## src/rtl/disp_source_sched_if.sv

```systemverilog
// Signal bundle between the display scheduler and its environment (RTC/alarm inputs,
// segment-decoder outputs and the LCD refresh handshake).
interface disp_source_sched_if;
    logic       tick_1hz;
    logic [5:0] time_hh;
    logic [5:0] time_mm;
    logic [5:0] time_ss;
    logic [5:0] alarm_hh;
    logic [5:0] alarm_mm;
    logic       alarm_set_active;
    logic       alarm_ringing;
    logic       view_req;
    logic [3:0] disp_d0;
    logic [3:0] disp_d1;
    logic [3:0] disp_d2;
    logic [3:0] disp_d3;
    logic [3:0] disp_d4;
    logic [3:0] disp_d5;
    logic [5:0] disp_blank;
    logic [1:0] src_sel;
    logic       pm;
    logic       lcd_req;
    logic       lcd_ack;
    logic [3:0] lcd_hr1;
    logic [3:0] lcd_hr0;
    logic [3:0] lcd_min1;
    logic [3:0] lcd_min0;

    // Scheduler side
    modport master (
        input  tick_1hz, time_hh, time_mm, time_ss, alarm_hh, alarm_mm,
               alarm_set_active, alarm_ringing, view_req, lcd_ack,
        output disp_d0, disp_d1, disp_d2, disp_d3, disp_d4, disp_d5,
               disp_blank, src_sel, pm, lcd_req,
               lcd_hr1, lcd_hr0, lcd_min1, lcd_min0
    );

    // Environment side (clock/alarm sources, display and LCD sinks)
    modport slave (
        output tick_1hz, time_hh, time_mm, time_ss, alarm_hh, alarm_mm,
               alarm_set_active, alarm_ringing, view_req, lcd_ack,
        input  disp_d0, disp_d1, disp_d2, disp_d3, disp_d4, disp_d5,
               disp_blank, src_sel, pm, lcd_req,
               lcd_hr1, lcd_hr0, lcd_min1, lcd_min0
    );
endinterface

```

## src/rtl/disp_source_sched.sv

```systemverilog
// Chooses what the six-digit bank and the LCD show (time, alarm edit, alarm peek, ringing).
// Define DISP_SCHED_12H_EN for a 12-hour display with PM indicator; default is 24-hour.
module disp_source_sched #(
    parameter int PEEK_SECONDS = 3
) (
    input  logic                clk_50MHz,
    input  logic                reset,
    disp_source_sched_if.master bus
);
    typedef enum logic [1:0] {
        ST_TIME      = 2'd0,
        ST_ALARM_SET = 2'd1,
        ST_PEEK      = 2'd2,
        ST_RING      = 2'd3
    } state_t;

    localparam logic [3:0] PEEK_LOAD = 4'(PEEK_SECONDS);

    state_t      state;
    state_t      state_nxt;
    logic [3:0]  timer;
    logic [3:0]  timer_nxt;
    logic        phase;
    logic        phase_nxt;
    logic        show_time;
    logic [5:0]  src_h;
    logic [5:0]  src_m;
    logic [5:0]  src_s;
    logic [5:0]  shown_h;
    logic [5:0]  blank_nxt;
    logic        pm_nxt;
    logic [15:0] shown_hm;
    logic [15:0] snap;

    function automatic logic [3:0] bcd_tens(input logic [5:0] v);
        return 4'(v / 6'd10);
    endfunction

    function automatic logic [3:0] bcd_units(input logic [5:0] v);
        return 4'(v % 6'd10);
    endfunction

    function automatic logic [5:0] map_hour(input logic [5:0] h);
`ifdef DISP_SCHED_12H_EN
        if (h == 6'd0)
            return 6'd12;
        else if ((h >= 6'd13) && (h <= 6'd23))
            return h - 6'd12;
        else
            return h;
`else
        return h;
`endif
    endfunction

    always_ff @(posedge clk_50MHz) begin
        if (reset) begin
            state <= ST_TIME;
            timer <= 4'd0;
            phase <= 1'b0;
        end else begin
            state <= state_nxt;
            timer <= timer_nxt;
            phase <= phase_nxt;
        end
    end

    // Priority arbitration; a peek only survives while nothing higher is active.
    always_comb begin
        state_nxt = ST_TIME;
        timer_nxt = 4'd0;
        phase_nxt = phase;
        if (bus.alarm_ringing) begin
            state_nxt = ST_RING;
        end else if (bus.alarm_set_active) begin
            state_nxt = ST_ALARM_SET;
        end else if (state == ST_PEEK) begin
            if (bus.view_req) begin
                state_nxt = ST_PEEK;
                timer_nxt = PEEK_LOAD;
            end else if (!(bus.tick_1hz && (timer <= 4'd1))) begin
                state_nxt = ST_PEEK;
                timer_nxt = bus.tick_1hz ? timer - 4'd1 : timer;
            end
        end else if ((state == ST_TIME) && bus.view_req) begin
            state_nxt = ST_PEEK;
            timer_nxt = PEEK_LOAD;
        end
        if (state_nxt != state)
            phase_nxt = 1'b0;
        else if (bus.tick_1hz)
            phase_nxt = ~phase;
    end

    always_comb begin
        show_time = (state_nxt == ST_TIME) || (state_nxt == ST_RING);
        src_h     = show_time ? bus.time_hh : bus.alarm_hh;
        src_m     = show_time ? bus.time_mm : bus.alarm_mm;
        src_s     = show_time ? bus.time_ss : 6'd0;
        shown_h   = map_hour(src_h);
        blank_nxt = 6'b000000;
        case (state_nxt)
            ST_PEEK:      blank_nxt = 6'b000011;
            ST_ALARM_SET: blank_nxt = phase_nxt ? 6'b111111 : 6'b000011;
            ST_RING:      blank_nxt = phase_nxt ? 6'b111111 : 6'b000000;
            default:      blank_nxt = 6'b000000;
        endcase
    end

`ifdef DISP_SCHED_12H_EN
    assign pm_nxt = (src_h >= 6'd12) && (src_h <= 6'd23);
`else
    assign pm_nxt = 1'b0;
`endif

    always_ff @(posedge clk_50MHz) begin
        if (reset) begin
            bus.disp_d0    <= 4'd0;
            bus.disp_d1    <= 4'd0;
            bus.disp_d2    <= 4'd0;
            bus.disp_d3    <= 4'd0;
            bus.disp_d4    <= 4'd0;
            bus.disp_d5    <= 4'd0;
            bus.disp_blank <= 6'b000000;
            bus.src_sel    <= 2'd0;
            bus.pm         <= 1'b0;
        end else begin
            bus.disp_d0    <= bcd_units(src_s);
            bus.disp_d1    <= bcd_tens(src_s);
            bus.disp_d2    <= bcd_units(src_m);
            bus.disp_d3    <= bcd_tens(src_m);
            bus.disp_d4    <= bcd_units(shown_h);
            bus.disp_d5    <= bcd_tens(shown_h);
            bus.disp_blank <= blank_nxt;
            bus.src_sel    <= state_nxt;
            bus.pm         <= pm_nxt;
        end
    end

    assign shown_hm = {bus.disp_d5, bus.disp_d4, bus.disp_d3, bus.disp_d2};

    // Changes during a pending request are dropped; the compare reruns once lcd_req is low.
    always_ff @(posedge clk_50MHz) begin
        if (reset) begin
            bus.lcd_req  <= 1'b0;
            bus.lcd_hr1  <= 4'd0;
            bus.lcd_hr0  <= 4'd0;
            bus.lcd_min1 <= 4'd0;
            bus.lcd_min0 <= 4'd0;
            snap         <= 16'd0;
        end else if (bus.lcd_req) begin
            if (bus.lcd_ack) begin
                snap        <= {bus.lcd_hr1, bus.lcd_hr0, bus.lcd_min1, bus.lcd_min0};
                bus.lcd_req <= 1'b0;
            end
        end else if (shown_hm != snap) begin
            bus.lcd_req <= 1'b1;
            {bus.lcd_hr1, bus.lcd_hr0, bus.lcd_min1, bus.lcd_min0} <= shown_hm;
        end
    end
endmodule

```

## src/flat_wrapper.sv

```systemverilog
// flat-port wrapper written by rule: the top's interface ports become plain ports
module disp_source_sched_flat 
#(
    parameter int PEEK_SECONDS = 3
)
  (clk_50MHz, reset, bus_tick_1hz, bus_time_hh, bus_time_mm, bus_time_ss, bus_alarm_hh, bus_alarm_mm, bus_alarm_set_active, bus_alarm_ringing, bus_view_req, bus_lcd_ack, bus_disp_d0, bus_disp_d1, bus_disp_d2, bus_disp_d3, bus_disp_d4, bus_disp_d5, bus_disp_blank, bus_src_sel, bus_pm, bus_lcd_req, bus_lcd_hr1, bus_lcd_hr0, bus_lcd_min1, bus_lcd_min0);
  disp_source_sched_if bus_i ();
  input  logic clk_50MHz;
  input  logic reset;
  input wire logic [$bits(bus_i.tick_1hz)-1:0] bus_tick_1hz;
  input wire logic [$bits(bus_i.time_hh)-1:0] bus_time_hh;
  input wire logic [$bits(bus_i.time_mm)-1:0] bus_time_mm;
  input wire logic [$bits(bus_i.time_ss)-1:0] bus_time_ss;
  input wire logic [$bits(bus_i.alarm_hh)-1:0] bus_alarm_hh;
  input wire logic [$bits(bus_i.alarm_mm)-1:0] bus_alarm_mm;
  input wire logic [$bits(bus_i.alarm_set_active)-1:0] bus_alarm_set_active;
  input wire logic [$bits(bus_i.alarm_ringing)-1:0] bus_alarm_ringing;
  input wire logic [$bits(bus_i.view_req)-1:0] bus_view_req;
  input wire logic [$bits(bus_i.lcd_ack)-1:0] bus_lcd_ack;
  output wire logic [$bits(bus_i.disp_d0)-1:0] bus_disp_d0;
  output wire logic [$bits(bus_i.disp_d1)-1:0] bus_disp_d1;
  output wire logic [$bits(bus_i.disp_d2)-1:0] bus_disp_d2;
  output wire logic [$bits(bus_i.disp_d3)-1:0] bus_disp_d3;
  output wire logic [$bits(bus_i.disp_d4)-1:0] bus_disp_d4;
  output wire logic [$bits(bus_i.disp_d5)-1:0] bus_disp_d5;
  output wire logic [$bits(bus_i.disp_blank)-1:0] bus_disp_blank;
  output wire logic [$bits(bus_i.src_sel)-1:0] bus_src_sel;
  output wire logic [$bits(bus_i.pm)-1:0] bus_pm;
  output wire logic [$bits(bus_i.lcd_req)-1:0] bus_lcd_req;
  output wire logic [$bits(bus_i.lcd_hr1)-1:0] bus_lcd_hr1;
  output wire logic [$bits(bus_i.lcd_hr0)-1:0] bus_lcd_hr0;
  output wire logic [$bits(bus_i.lcd_min1)-1:0] bus_lcd_min1;
  output wire logic [$bits(bus_i.lcd_min0)-1:0] bus_lcd_min0;
  assign bus_i.tick_1hz = bus_tick_1hz;
  assign bus_i.time_hh = bus_time_hh;
  assign bus_i.time_mm = bus_time_mm;
  assign bus_i.time_ss = bus_time_ss;
  assign bus_i.alarm_hh = bus_alarm_hh;
  assign bus_i.alarm_mm = bus_alarm_mm;
  assign bus_i.alarm_set_active = bus_alarm_set_active;
  assign bus_i.alarm_ringing = bus_alarm_ringing;
  assign bus_i.view_req = bus_view_req;
  assign bus_i.lcd_ack = bus_lcd_ack;
  assign bus_disp_d0 = bus_i.disp_d0;
  assign bus_disp_d1 = bus_i.disp_d1;
  assign bus_disp_d2 = bus_i.disp_d2;
  assign bus_disp_d3 = bus_i.disp_d3;
  assign bus_disp_d4 = bus_i.disp_d4;
  assign bus_disp_d5 = bus_i.disp_d5;
  assign bus_disp_blank = bus_i.disp_blank;
  assign bus_src_sel = bus_i.src_sel;
  assign bus_pm = bus_i.pm;
  assign bus_lcd_req = bus_i.lcd_req;
  assign bus_lcd_hr1 = bus_i.lcd_hr1;
  assign bus_lcd_hr0 = bus_i.lcd_hr0;
  assign bus_lcd_min1 = bus_i.lcd_min1;
  assign bus_lcd_min0 = bus_i.lcd_min0;
  disp_source_sched #(.PEEK_SECONDS(PEEK_SECONDS)) u_core (.clk_50MHz(clk_50MHz), .reset(reset), .bus(bus_i));
endmodule
```

## config.mk

```make
export PLATFORM = sky130hd
export DESIGN_NAME = disp_source_sched_flat
export DESIGN_NICKNAME = d
export VERILOG_FILES = /design/src/rtl/disp_source_sched_if.sv /design/src/rtl/disp_source_sched.sv /design/src/flat_wrapper.sv
export SDC_FILE = /design/constraint.sdc
export NUM_CORES = 1
export LEC_CHECK = 0
export ABC_AREA = 0
export ABC_CLOCK_PERIOD_IN_PS = 6200
export BUFFER_PORTS_ARGS = -buffer_cell sky130_fd_sc_hd__buf_2
export CELL_PAD_IN_SITES_DETAIL_PLACEMENT = 1
export CELL_PAD_IN_SITES_GLOBAL_PLACEMENT = 1
export CORE_ASPECT_RATIO = 1.75
export CORE_MARGIN = 2
export CORE_UTILIZATION = 41
export CTS_BUF_LIST = sky130_fd_sc_hd__clkbuf_16
export CTS_CLUSTER_SIZE = 30
export DETAILED_ROUTE_END_ITERATION = 16
export GPL_TIMING_DRIVEN = 0
export PLACE_DENSITY_LB_ADDON = 0.1
export SYNTH_ARGS = -nofsm -noshare
export SYNTH_HDL_FRONTEND = slang
export SYNTH_SLANG_ARGS = --single-unit
export TNS_END_PERCENT = 1
```

## constraint.sdc

```tcl
create_clock -name clk_50MHz -period 6.2 [get_ports clk_50MHz]
set_clock_uncertainty 0.05 [all_clocks]
set_input_delay 0.31 -clock clk_50MHz [delete_from_list [all_inputs] [get_ports clk_50MHz]]
set_output_delay 0.31 -clock clk_50MHz [all_outputs]
set_load 0.005 [all_outputs]
```

==> metrics.txt <==
worst r2r src=u_core.timer[0]; crit-path max FO=9; post_cts resized=0; Ys Warns=0; Sink Count=59; core area=7515 µm²; Post-DRT Antenna Nets=0; clock network power share=~39%; clk buf depth=2; Skew-Pair Late Insertion Delay=320 ps; Final Cycle Share=~68%; R2R Setup Slk=~2000 ps; Placement Cell Area=3674 µm²; Rows=between 40 and 50; most frequent CP cell=ha_1; Hold EP=u_core.bus.disp_d0[0]; vias in the first global route=3186; CTS tree=built; first-pass GRT wire length=around 15 mm; capturing point of the worst reg2reg path=u_core.bus.disp_d4[2]; total power density per cell area=299.8 nW/µm²; Async S/R FF share, synth=0%; Psw=roughly 0.34 mW; #FFs+latches synth=approximately 60; Die Y=119.9 µm; CP Class=flip-flop to flip-flop; Gate power share=between 20% and 30%; Peak Freq=approximately 240 MHz; hpwl dp=6.999 mm; Yosys cell types=60; diode count=0; overall routing resource usage=~22%; Mapped Cells=around 370; internal power=approximately 0.84 mW; die area=~8400 µm²; I/O pin count=87; clock-pin transition on the worst setup and hold timing paths=50 ps; endpoint type of the worst setup path=flip-flop; crit-path leading delay family=adder cells; ys flop type=dfxtp_1; Critical-path top delay cell=dfxtp_1; initial antenna violation count=0; DR iter-0 viols=108; Hold Crit Class=input port to flip-flop; hold_sp=bus_time_ss[0]; syn avg cell area=between 8 and 9 µm²; most frequent cells in the layout=buf_2 (81), dfxtp_1 (59), nand2_1 (47); Placer Congestion=0.8757; count of pins over their slew limit=0; sequential group share of total power=37.2%; number of synthesized flops with an enable pin=0; initial core utilization=a little over two fifths; Die Wd=approximately 70 µm; measured slew at the worst slew-check pin=around 800 ps; FILL cells=around 940; fin crit period=between 4000 and 5000 ps; leakage power=~1.8 nW; setup bufs post-CTS=0; WHS Path Cells=2; Max stage delay on crit path=380 ps; pin count of the biggest net entering global routing=11; WL/cell=roughly 16 µm; crit path DAT=around 4400 ps; grt ovf=0; first-pass detailed-route iteration total=4; CP required=about 6400 ps; share of layout cells above drive strength 1=26.28%; # DRC=0; Fin. Hold Viols=0; final WL=a little under 9 mm; htree depth=3; Nets=about 500; sw frac=28.88%; Bufs and invs on worst path=5; CP Cell Sequence=inv_1 -> ha_1 -> or2_2 -> a21oi_1 -> nand2_1 -> a21oi_1 -> nor2_1 -> inv_1 -> ha_1 -> buf_6 -> mux2_4 -> clkinv_1 -> ha_1 -> nor2b_1 -> a31oi_1 -> a21oi_1 -> inv_1 -> ha_1 -> o32ai_1; Slew headroom=between 40% and 50%; maximum VDD drop=between 100 and 150 µV; WP depth=19; total CTS buffers=9; Vias=2956; Max Cap Viol=0; Final setup viols=0; port buffer count=79; post-route insts no fill=around 560; Design Area, Final=3951 µm²; Area Growth Syn to Fin=25.47%; Post-Synthesis Cell Area=3149 µm²; R2R cell count=19; hold buffers post-CTS=0; post-synthesis sequential area ratio=37.50%; startpoint types=flip-flop; commonest non-fill, non-tap cell in the layout=buf_2; clock root buffer=clkbuf_16; RSZ-0062 raised after global routing=false; final setup TNS=0 ps; placed insts=540; status=completed; via/cell ratio=approximately 5.3; utilization after layout=52.58%
metrics by stage:
stage | worst slack [ps] | hold slack, ps | power [mW]
after floorplan | 2557 | 360.2 | 0.6310
after global placement | 2166 | 402.7 | 0.7201
after detailed placement | 2050 | 413.0 | 0.7322
after CTS | 1991 | 130.5 | 1.197
after global routing | 1610 | 151.9 | 1.247
final | 2001 | 137.1 | 1.184
area by class of cell:
| cell class | count | area (µm²) | area share (%) |
|---|---|---|---|
| Timing Repair Buffer | 79 | 395.4 | 10.01 |
| Buffer | 24 | 145.1 | 3.673 |
| Multi-Input combinational cell | 275 | 1785 | 45.19 |
| Clock inverter | 7 | 52.55 | 1.330 |
| Inverter | 15 | 56.30 | 1.425 |
| Tap cell | 88 | 110.1 | 2.787 |
| Sequential cell | 59 | 1181 | 29.89 |
| Clock buffer | 9 | 225.2 | 5.700 |
how the worst max path moves through the flow:
stage / startpoint / endpoint / slack (ps)
after floorplan: u_core.timer[0] / u_core.bus.disp_d4[3] / 2560
after global placement: u_core.timer[0] / u_core.bus.disp_d4[2] / 2170
after detailed placement: u_core.timer[0] / u_core.bus.disp_d4[2] / 2050
after CTS: u_core.timer[0] / u_core.bus.disp_d4[2] / 1990
after global routing: u_core.timer[0] / u_core.bus.disp_d4[2] / 1610
final: u_core.timer[0] / u_core.bus.disp_d4[2] / 2000
registers in the layout (all words and copies together), names as in the netlist:
name and flops:
u_core.bus.disp_d5 3, u_core.snap 14, u_core.bus.disp_d1 3, u_core.timer 4, u_core.bus.src_sel 2, u_core.bus.lcd_min1 3, u_core.bus.disp_d4 4, u_core.bus.disp_d2 4
u_core.bus.disp_d0 4, u_core.bus.lcd_hr0 4, u_core.bus.disp_blank 2, u_core.bus.lcd_hr1 3, u_core.bus.disp_d3 3, u_core.phase 1, u_core.bus.lcd_min0 4, u_core.bus.lcd_req 1
synth_stat cells, drive strengths merged, types with 2 or more instances:
library cell / instances / area share [%]
nor3b: 2 / 0.48
nor2b: 4 / 0.79
a21oi: 32 / 5.1
nand4: 2 / 0.40
a211oi: 4 / 0.95
a31oi: 3 / 0.60
xnor2: 12 / 3.3
nand3: 7 / 1.1
a311oi: 5 / 1.4
a21boi: 3 / 0.72
buf: 14 / 3.4
mux2: 9 / 3.6
or3: 3 / 0.60
mux2i: 22 / 7.8
a22o: 2 / 0.56
clkbuf: 10 / 1.2
nand2b: 7 / 1.4
dfxtp: 59 / 38
nor3: 11 / 1.9
ha: 9 / 3.6
xor2: 8 / 2.2
o21ai: 11 / 1.7
and2: 4 / 0.79
inv: 14 / 1.7
nor2: 37 / 4.5
nor4: 4 / 0.79
o22ai: 2 / 0.60
nand2: 48 / 5.8
cell families (layout without fill, tap and decap cells):
| logic type | count (synthesis) | after routing | share of synthesized area [%] |
|---|---|---|---|
| other | 1 | 6 | 0.1191 |
| buffers and inverters | 39 | 134 | 6.396 |
| adder cells (fa/ha/maj) | 9 | 9 | 3.576 |
| AO/OA/AOI/OAI | 76 | 76 | 15.97 |
| multiplexers | 31 | 31 | 11.36 |
| XOR/XNOR | 20 | 20 | 5.562 |
| flip-flops | 59 | 59 | 37.50 |
| AND/OR/NAND/NOR | 133 | 133 | 19.51 |
layer usage:
layer	vias to the layer above	GRT usage [%]	part of all wire [%]
met2	76	43.34	57
li1	1454	-	-
met4	0	9.736	2.4
met3	17	4.954	4.1
met1	1409	21.86	36
met5	-	0	0
power by group through the flow:
stage / Sequential (mW) / Clock (mW) / Combinational (mW)
3_5_place_dp: 0.449 / 0 / 0.283
5_1_grt: 0.445 / 0.487 / 0.315
4_1_cts: 0.442 / 0.470 / 0.286
6_report: 0.441 / 0.461 / 0.282
2_1_floorplan: 0.445 / 0 / 0.186
3_3_place_gp: 0.448 / 0 / 0.272
worst reg2reg max path, cell delays in order, from the launching register on:
cell and delay, ps:
dfxtp_1 380, inv_1 80, ha_1 210, or2_2 290, a21oi_1 150, nand2_1 90
a21oi_1 150, nor2_1 100, inv_1 90, ha_1 260, buf_6 150, mux2_4 270
clkinv_1 120, ha_1 370, nor2b_1 220, a31oi_1 110, a21oi_1 330, inv_1 80
ha_1 300, o32ai_1 300
Power figures use the tool's default switching activity.
